<file path="src/rtl/pc_seq_pkg.sv">
// Shared constants and state encoding for the program-counter sequencer.
// The state constants double as the debug-state enum values.
package pc_seq_pkg;

    localparam int          INSTR_WIDTH          = 32;
    localparam logic [31:0] INSTR_STEP           = 32'd4;
    localparam logic [31:0] DEFAULT_RESET_VECTOR = 32'h0000_0000;
    localparam logic [31:0] DEFAULT_TRAP_VECTOR  = 32'h0000_0100;

    localparam logic [2:0] ST_BOOT  = 3'd0;
    localparam logic [2:0] ST_FETCH = 3'd1;
    localparam logic [2:0] ST_ISSUE = 3'd2;
    localparam logic [2:0] ST_EXEC  = 3'd3;
    localparam logic [2:0] ST_HALT  = 3'd4;

    typedef enum logic [2:0] {
        BOOT  = ST_BOOT,
        FETCH = ST_FETCH,
        ISSUE = ST_ISSUE,
        EXEC  = ST_EXEC,
        HALT  = ST_HALT
    } seqState_e;

endpackage

</file>
<file path="src/rtl/fetch_watchdog.sv">
// Counts consecutive FETCH cycles without memory response; expired marks the
// cycle in which the count reaches MEM_TIMEOUT.
module fetch_watchdog #(
    parameter int MEM_TIMEOUT = 16
) (
    input  logic clk,
    input  logic reset,
    input  logic clear,
    input  logic enable,
    output logic expired
);

    localparam int W = $clog2(MEM_TIMEOUT + 1);

    logic [W-1:0] count;

    always_ff @(posedge clk or negedge reset) begin
        if (!reset) begin
            count <= '0;
        end else if (clear) begin
            count <= '0;
        end else if (enable) begin
            count <= count + 1'b1;
        end
    end

    // The current cycle is the MEM_TIMEOUT-th one when the count already holds MEM_TIMEOUT-1.
    assign expired = enable && (count == W'(MEM_TIMEOUT - 1));

endmodule

</file>
<file path="src/rtl/pc_sequencer.sv">
// Multicycle fetch/issue/execute sequencer driving the PC register strobes,
// the instruction-memory request and the decode hand-off.
module pc_sequencer
    import pc_seq_pkg::*;
#(
    parameter logic [31:0] RESET_VECTOR = DEFAULT_RESET_VECTOR,
    parameter logic [31:0] TRAP_VECTOR  = DEFAULT_TRAP_VECTOR,
    parameter int          MEM_TIMEOUT  = 16
) (
    input  logic        clk,
    input  logic        reset,
    input  logic [31:0] pc_value,
    output logic [31:0] pc_data_in,
    output logic        pc_write_enable,
    output logic        pc_write_add,
    output logic        pc_count_enable,
    output logic        imem_req,
    output logic [31:0] imem_addr,
    input  logic        imem_ready,
    input  logic [31:0] imem_rdata,
    output logic [31:0] instr,
    output logic        instr_valid,
    input  logic        instr_ready,
    input  logic        exec_done,
    input  logic        exec_redirect,
    input  logic        exec_rel,
    input  logic [31:0] exec_target,
    input  logic        trap,
    input  logic        halt_req,
    input  logic        start,
    output logic        halted,
    output logic        mem_fault,
    output seqState_e   stateDbg
);

    logic [2:0] stateQ;
    logic [2:0] stateNext;
    logic       wdClear;
    logic       wdEnable;
    logic       wdExpired;
    logic       captureInstr;
    logic       setFault;

    fetch_watchdog #(
        .MEM_TIMEOUT(MEM_TIMEOUT)
    ) uWatchdog (
        .clk    (clk),
        .reset  (reset),
        .clear  (wdClear),
        .enable (wdEnable),
        .expired(wdExpired)
    );

    // Handshakes: a transfer happens in a cycle where both sides are high
    // (imem_req & imem_ready, instr_valid & instr_ready); the offering side
    // keeps its request and data steady until that cycle.
    always_comb begin
        stateNext       = stateQ;
        pc_data_in      = '0;
        pc_write_enable = 1'b0;
        pc_write_add    = 1'b0;
        pc_count_enable = 1'b0;
        imem_req        = 1'b0;
        imem_addr       = '0;
        instr_valid     = 1'b0;
        halted          = 1'b0;
        wdClear         = 1'b1;
        wdEnable        = 1'b0;
        captureInstr    = 1'b0;
        setFault        = 1'b0;
        case (stateQ)
            ST_BOOT: begin
                pc_write_enable = 1'b1;
                pc_data_in      = RESET_VECTOR;
                stateNext       = halt_req ? ST_HALT : ST_FETCH;
            end
            ST_FETCH: begin
                imem_req  = 1'b1;
                imem_addr = pc_value;
                wdEnable  = 1'b1;
                wdClear   = 1'b0;
                if (imem_ready) begin
                    captureInstr = 1'b1;
                    wdClear      = 1'b1;
                    stateNext    = ST_ISSUE;
                end else if (wdExpired) begin
                    pc_write_enable = 1'b1;
                    pc_data_in      = TRAP_VECTOR;
                    setFault        = 1'b1;
                    wdClear         = 1'b1;
                end
            end
            ST_ISSUE: begin
                instr_valid = 1'b1;
                if (instr_ready) begin
                    pc_count_enable = 1'b1;
                    stateNext       = ST_EXEC;
                end
            end
            ST_EXEC: begin
                if (exec_done) begin
                    if (trap) begin
                        pc_write_enable = 1'b1;
                        pc_data_in      = TRAP_VECTOR;
                    end else if (exec_redirect) begin
                        pc_write_enable = 1'b1;
                        pc_write_add    = exec_rel;
                        pc_data_in      = exec_target;
                    end
                    stateNext = halt_req ? ST_HALT : ST_FETCH;
                end
            end
            ST_HALT: begin
                halted = 1'b1;
                if (start) begin
                    stateNext = ST_FETCH;
                end
            end
            default: begin
                stateNext = ST_BOOT;
            end
        endcase
    end

    always_ff @(posedge clk or negedge reset) begin
        if (!reset) begin
            stateQ    <= ST_BOOT;
            instr     <= '0;
            mem_fault <= 1'b0;
        end else begin
            stateQ <= stateNext;
            if (captureInstr) begin
                instr <= imem_rdata;
            end
            if (setFault) begin
                mem_fault <= 1'b1;
            end
        end
    end

    assign stateDbg = seqState_e'(stateQ);

endmodule

</file>
<file path="config.mk">
export PLATFORM = sky130hd
export DESIGN_NAME = pc_sequencer
export DESIGN_NICKNAME = d
export VERILOG_FILES = /design/src/rtl/pc_seq_pkg.sv /design/src/rtl/fetch_watchdog.sv /design/src/rtl/pc_sequencer.sv
export SDC_FILE = /design/constraint.sdc
export NUM_CORES = 1
export LEC_CHECK = 0
export ABC_AREA = 0
export CORE_ASPECT_RATIO = 0.5
export CORE_MARGIN = 3
export CORE_UTILIZATION = 34
export CTS_BUF_LIST = sky130_fd_sc_hd__clkbuf_4 sky130_fd_sc_hd__clkbuf_8
export DETAILED_ROUTE_END_ITERATION = 10
export GPL_TIMING_DRIVEN = 0
export PLACE_DENSITY = 0.95
export SLEW_MARGIN = 25
export SYNTH_ARGS = -nofsm -noshare
export SYNTH_HDL_FRONTEND = slang
export SYNTH_SLANG_ARGS = --single-unit
</file>
<file path="constraint.sdc">
create_clock -name clk -period 3.1 [get_ports clk]
set_clock_uncertainty 0.1 [all_clocks]
set_input_delay 0.62 -clock clk [delete_from_list [all_inputs] [get_ports clk]]
set_output_delay 0.62 -clock clk [all_outputs]
set_load 0.01 [all_outputs]
</file>
# Word-level counts from Yosys, hierarchy flattened
# Cells that the tools add are included.
[totals]
reg_bits = 41
in_bits = 106
output_inout_bits = 106
word_cells = 53
[classes]
addsub = 1
n_eq_ne = 9
n_mux = 35
n_reduce_logical = 4
[ops]
columns = ["operator", "n"]
rows = [
  ["32-bit 2-to-1 mux", 4],
  ["32-bit one-hot mux with 2 select lines", 1],
  ["1-bit 2-to-1 mux", 19],
  ["9-bit 2-to-1 mux", 2],
  ["3-bit 2-to-1 mux", 5],
  ["3-bit one-hot mux with 5 select lines", 1],
  ["5-bit 2-to-1 mux", 2],
  ["2-bit != test (second input constant)", 4],
  ["3-bit by 2-bit equality test with 1-bit output (second input constant)", 2],
  ["5-bit by 1-bit adder with 5-bit output (second input constant)", 1],
  ["5-bit by 4-bit equality test with 1-bit output (second input constant)", 1],
  ["4-bit AND reduction", 1],
  ["3-bit by 1-bit equality test with 1-bit output (second input constant)", 1],
  ["3-bit equality test (second input constant)", 1],
  ["3-bit logical NOT", 1],
  ["1-bit one-hot mux with 3 select lines", 1],
  ["2-bit nonzero test", 1],
  ["1-bit logical AND", 1],
]

# Depth between registers and ports, before layout
[logic_depth]
depth_word = 7
depth_mapped = 6
depth_no_buf = 6

# Hierarchy
# From an unflattened synthesis, not the netlist that was laid out.
[hier_totals]
cells_unflattened = 203
hier_area_um2 = 2407.3
[by_module_without_submodules]
columns = ["mod", "n_inst", "cells_per_inst", "area_each_um2"]
rows = [
  ["pc_sequencer", 1, 179, 2122.0],
  ["fetch_watchdog", 1, 24, 285.3],
]

# Least setup slack after synthesis
# No wires, ideal clock.
[synth_path]
path_type = "in2out"
start = "input port exec_done"
end = "output port pc_data_in[0]"
arrival_time_ns = 1.480
t_required_ns = 2.380
path_slack_ns = 0.900
stages = 4
path_cell_list = "nand3_1 nor4b_2 clkbuf_1 and2_1"
[synth_between]
elab_chain_len = 2
[synth_lines]
columns = ["element", "line_no", "source"]
rows = [
  ["start: declaration", "pc_sequencer.sv:24", "input logic exec_done,"],
  ["32-bit 2-to-1 mux", "pc_sequencer.sv:101", "if (exec_done) begin"],
  ["32-bit one-hot mux with 2 select lines", "pc_sequencer.sv:71", "case (stateQ)"],
  ["end: declaration", "pc_sequencer.sv:13", "output logic [31:0] pc_data_in,"],
]
# No other way between the ends.

# Worst setup path after layout
[layout_path]
start = "register uWatchdog.count[0]"
end = "output port pc_data_in[8]"
[layout_between]
elab_chain_len = 5
[layout_lines]
columns = ["element", "line_no", "source"]
rows = [
  ["start: declaration", "fetch_watchdog.sv:15", "logic [W-1:0] count;"],
  ["start signal: assignment", "fetch_watchdog.sv:23", "count <= count + 1'b1;"],
  ["5-bit by 4-bit equality test with 1-bit output", "fetch_watchdog.sv:28", "assign expired = enable && (count == W'(MEM_TIMEOUT - 1));"],
  ["1-bit logical AND", "fetch_watchdog.sv:28", ""],
  ["9-bit 2-to-1 mux", "pc_sequencer.sv:86", "end else if (wdExpired) begin"],
  ["9-bit 2-to-1 mux", "pc_sequencer.sv:82", "if (imem_ready) begin"],
  ["32-bit one-hot mux with 2 select lines", "pc_sequencer.sv:71", ""],
]
# No other way between the ends.

==> metrics.md <==
| Metric | Value |
|---|---|
| Clock-pin slew on the worst setup and hold paths | roughly 0.08 ns |
| Final net count | 530 |
| Crit-path cells | ha_1 > and3_1 > ha_1 > nand2b_1 > o22ai_1 > and3_1 > clkdlybuf4s50_1 |
| Outcome | complete, but fails checks |
| DRT Wirelength | around 9500 µm |
| Register area share after synthesis | 44.3% |
| Fin Hold WS | approximately 0.090 ns |
| # placed instances | a little under 500 |
| Fin Setup TNS | -0.00681 ns |
| Worst min path class | input port to async pin |
| Worst path depth | 7 |
| Largest net degree at the start of global routing | 31 |
| Fmax | 322 MHz |
| Crit end category | output pin |
| Syn Inst Count | 196 |
| Final Hold Fails | 0 |
| GRT overflow | 0 |
| #FFs+latches synth | 41 |
| Non-Filler Instances | 511 |
| Die area | 7890 µm² |
| All-layer global routing usage | 22.7% |
| Total number of vias | 2389 |
| Avg Cell Area, Syn | 11.8 µm² |
| Worst Tran Pin Value | 0.488 ns |
| Chip height | 64.3 µm |
| Setup crit start | uWatchdog.count[0]$_DFFE_PN0P_ |
| DRC viols | 0 |
| Final setup vio count | 1 |
| Die W | 123 µm |
| Layout Area Growth over Synthesis | 111% |
| CTS sink count | 41 |
| Antenna violations before repair | 0 |
| Starting Density | 36.6% |
| Synth Cell Area | 2310 µm² |
| Crit path launch type | flop |
| CTS max path bufs | 2 |
| Most frequent cells in the layout | clkdlybuf4s50_1, and2_1, dfrtp_1, mux2_4, dlymetal6s2s_1 |
| CTS tree | built |
| CP max FO | 3 |
| Syn Nets | 304 |
| First-pass GRT wire length | roughly 14000 µm |
| Critical path type | flop to output pin |
| Ant. Diodes | 0 |
| TritonRoute pass-1 iters | 4 |
| Rows | 20 |
| Clock Tree Root | clkbuf_8 |
| Synth Flop Type | dfrtp_1 |
| Failing checks | setup timing |
| Crit Reg-Reg Endpoint | instr[8]$_DFFE_PN0P_ |
| Worst r2r src | stateDbg[2]$_DFFE_PN0P_ |
| Final setup margin | -0.00681 ns |
| Fin crit period | 3.11 ns |
| WP data arrival | 2.39 ns |
| H-tree Lvls | 2 |
| Commonest non-fill, non-tap cell in the layout | clkdlybuf4s50_1 |
| P_leak | around 2.5 nW |
| Routability cong. | approximately 0.86 |
| Peak VDD IR | about 320 µV |
| Worst Path Buf+Inv | 1 |
| Core Area | 6330 µm² |
| Yosys top cell area share | approximately 44% |
| # IOs | approximately 210 |
| Post-DRT Antenna Nets | 0 |
| Netlist cell types | 30 |
| Clk Latency, worst-skew pair | 0.31 ns |
| Initial DRC Count | 98 |
| Dpl cell area | roughly 4600 µm² |
| Final Max Slew Viols | 0 |
| WL/cell | 18.6 µm |
| R2R Setup Slk | 1.20 ns |
| Synth async-reset ratio | between 90% and 100% |
| Synth area leaders | dfrtp_1, mux2_4, and2_1 |
| Via density | roughly 4.7 |
| PortBufs | 211 |
| Synth warnings | 0 |
| Crit path to | pc_data_in[8] |
| CP max-delay cell | clkdlybuf4s50_1 |
| CP top delay family | buffers and inverters |
| Fin crit share | 100% |
| Power density cells | 711 nW/µm² |
| Share of cells above drive strength 1 | 15.1% |
| Cell taking the most area after synthesis | dfrtp_1 |
| CTS Buf Count | 5 |
| Rel. slew slack | 67.5% |
| DP HPWL | between 7000 and 8000 µm |
| Worst r2r path cells | 7 |
| Crit path required time | 2.38 ns |
| CP peak stage delay | approximately 0.55 ns |
| Vias in the first global route | 2467 |
| Max-cap check violation count | 0 |
| Cell area after layout | 4880 µm² |
| Final Util | around 77% |
| Number of synthesized flops with an enable pin | 0 |
Yosys cell counts (all sizes together) (2+ instances only):
master  count
clkbuf      8
nand3       3
and2       65
mux2       32
nand2       3
ha          2
nor2       11
dfrtp      41
and3        3
inv         3
nand2b      2
a21oi       4
buf         5
nor3b       2
routing by layer:
layer / share of wire, % / global-route usage, % / vias up
met5: 0 / 0 / -
met4: 3.2 / 9.34 / 0
met3: 7.5 / 6.28 / 32
met2: 53 / 41.5 / 127
met1: 36 / 24.6 / 1137
li1: - / - / 1093
where the power goes:
| group | internal [mW] | switching [mW] | total [mW] |
|---|---|---|---|
| clock | 0.324 | 0.200 | 0.525 |
| combinational | 1.27 | 0.740 | 2.01 |
| sequential | 0.772 | 0.160 | 0.932 |
final cells by class:
cell class,count,area (µm²)
Timing Repair Buffer,219,2270
Clock inverter,3,68.8
Multi-Input combinational cell,139,1170
Buffer,13,151
Sequential cell,41,1030
Tap cell,88,110
Fill cell,376,1450
Inverter,3,11.3
Clock buffer,5,68.8
sequential cells by signal, indices dropped and copies added (netlist names):
signal	count
instr	32
uWatchdog.count	5
stateDbg	3
mem_fault	1
cells by family after synthesis:
logic type | after synthesis | synth area share [%]
adder cells (fa/ha/maj) | 2 | 1.08
buffers and inverters | 16 | 5.73
XOR/XNOR | 2 | 0.757
multiplexers | 32 | 20.4
AND/OR/NAND/NOR | 93 | 24.8
flip-flops | 41 | 44.3
AO/OA/AOI/OAI | 10 | 2.92
how the worst min path moves through the flow:
stage                                               from                              to  slack, ns  depth (start not counted)
after CTS                                          reset            instr[6]$_DFFE_PN0P_       0.09                          1
after floorplan                                    reset            instr[0]$_DFFE_PN0P_       0.22                          0
after global placement    uWatchdog.count[0]$_DFFE_PN0P_  uWatchdog.count[0]$_DFFE_PN0P_       0.35                          1
final                                              reset           instr[20]$_DFFE_PN0P_       0.09                          1
after detailed placement  uWatchdog.count[0]$_DFFE_PN0P_  uWatchdog.count[0]$_DFFE_PN0P_       0.35                          1
after global routing                               reset            instr[6]$_DFFE_PN0P_        0.1                          1
per-stage QoR:
stage	total power, mW	worst slack, ns
global route	3.64	-0.0641
floorplan	1.83	0.900
detailed placement	2.87	-0.540
finish	3.47	-0.00681
global placement	2.80	-0.473
CTS	3.42	0.00420
repair_timing:
action | 4_1_cts | 5_1_grt
setup endpoints to repair | 32 | 57
pin swaps | 1 | 1
hold buffers | 0 | 0
resized for setup | 18 | 28
buffers inserted | 2 | 5
Power figures use the tool's default switching activity.
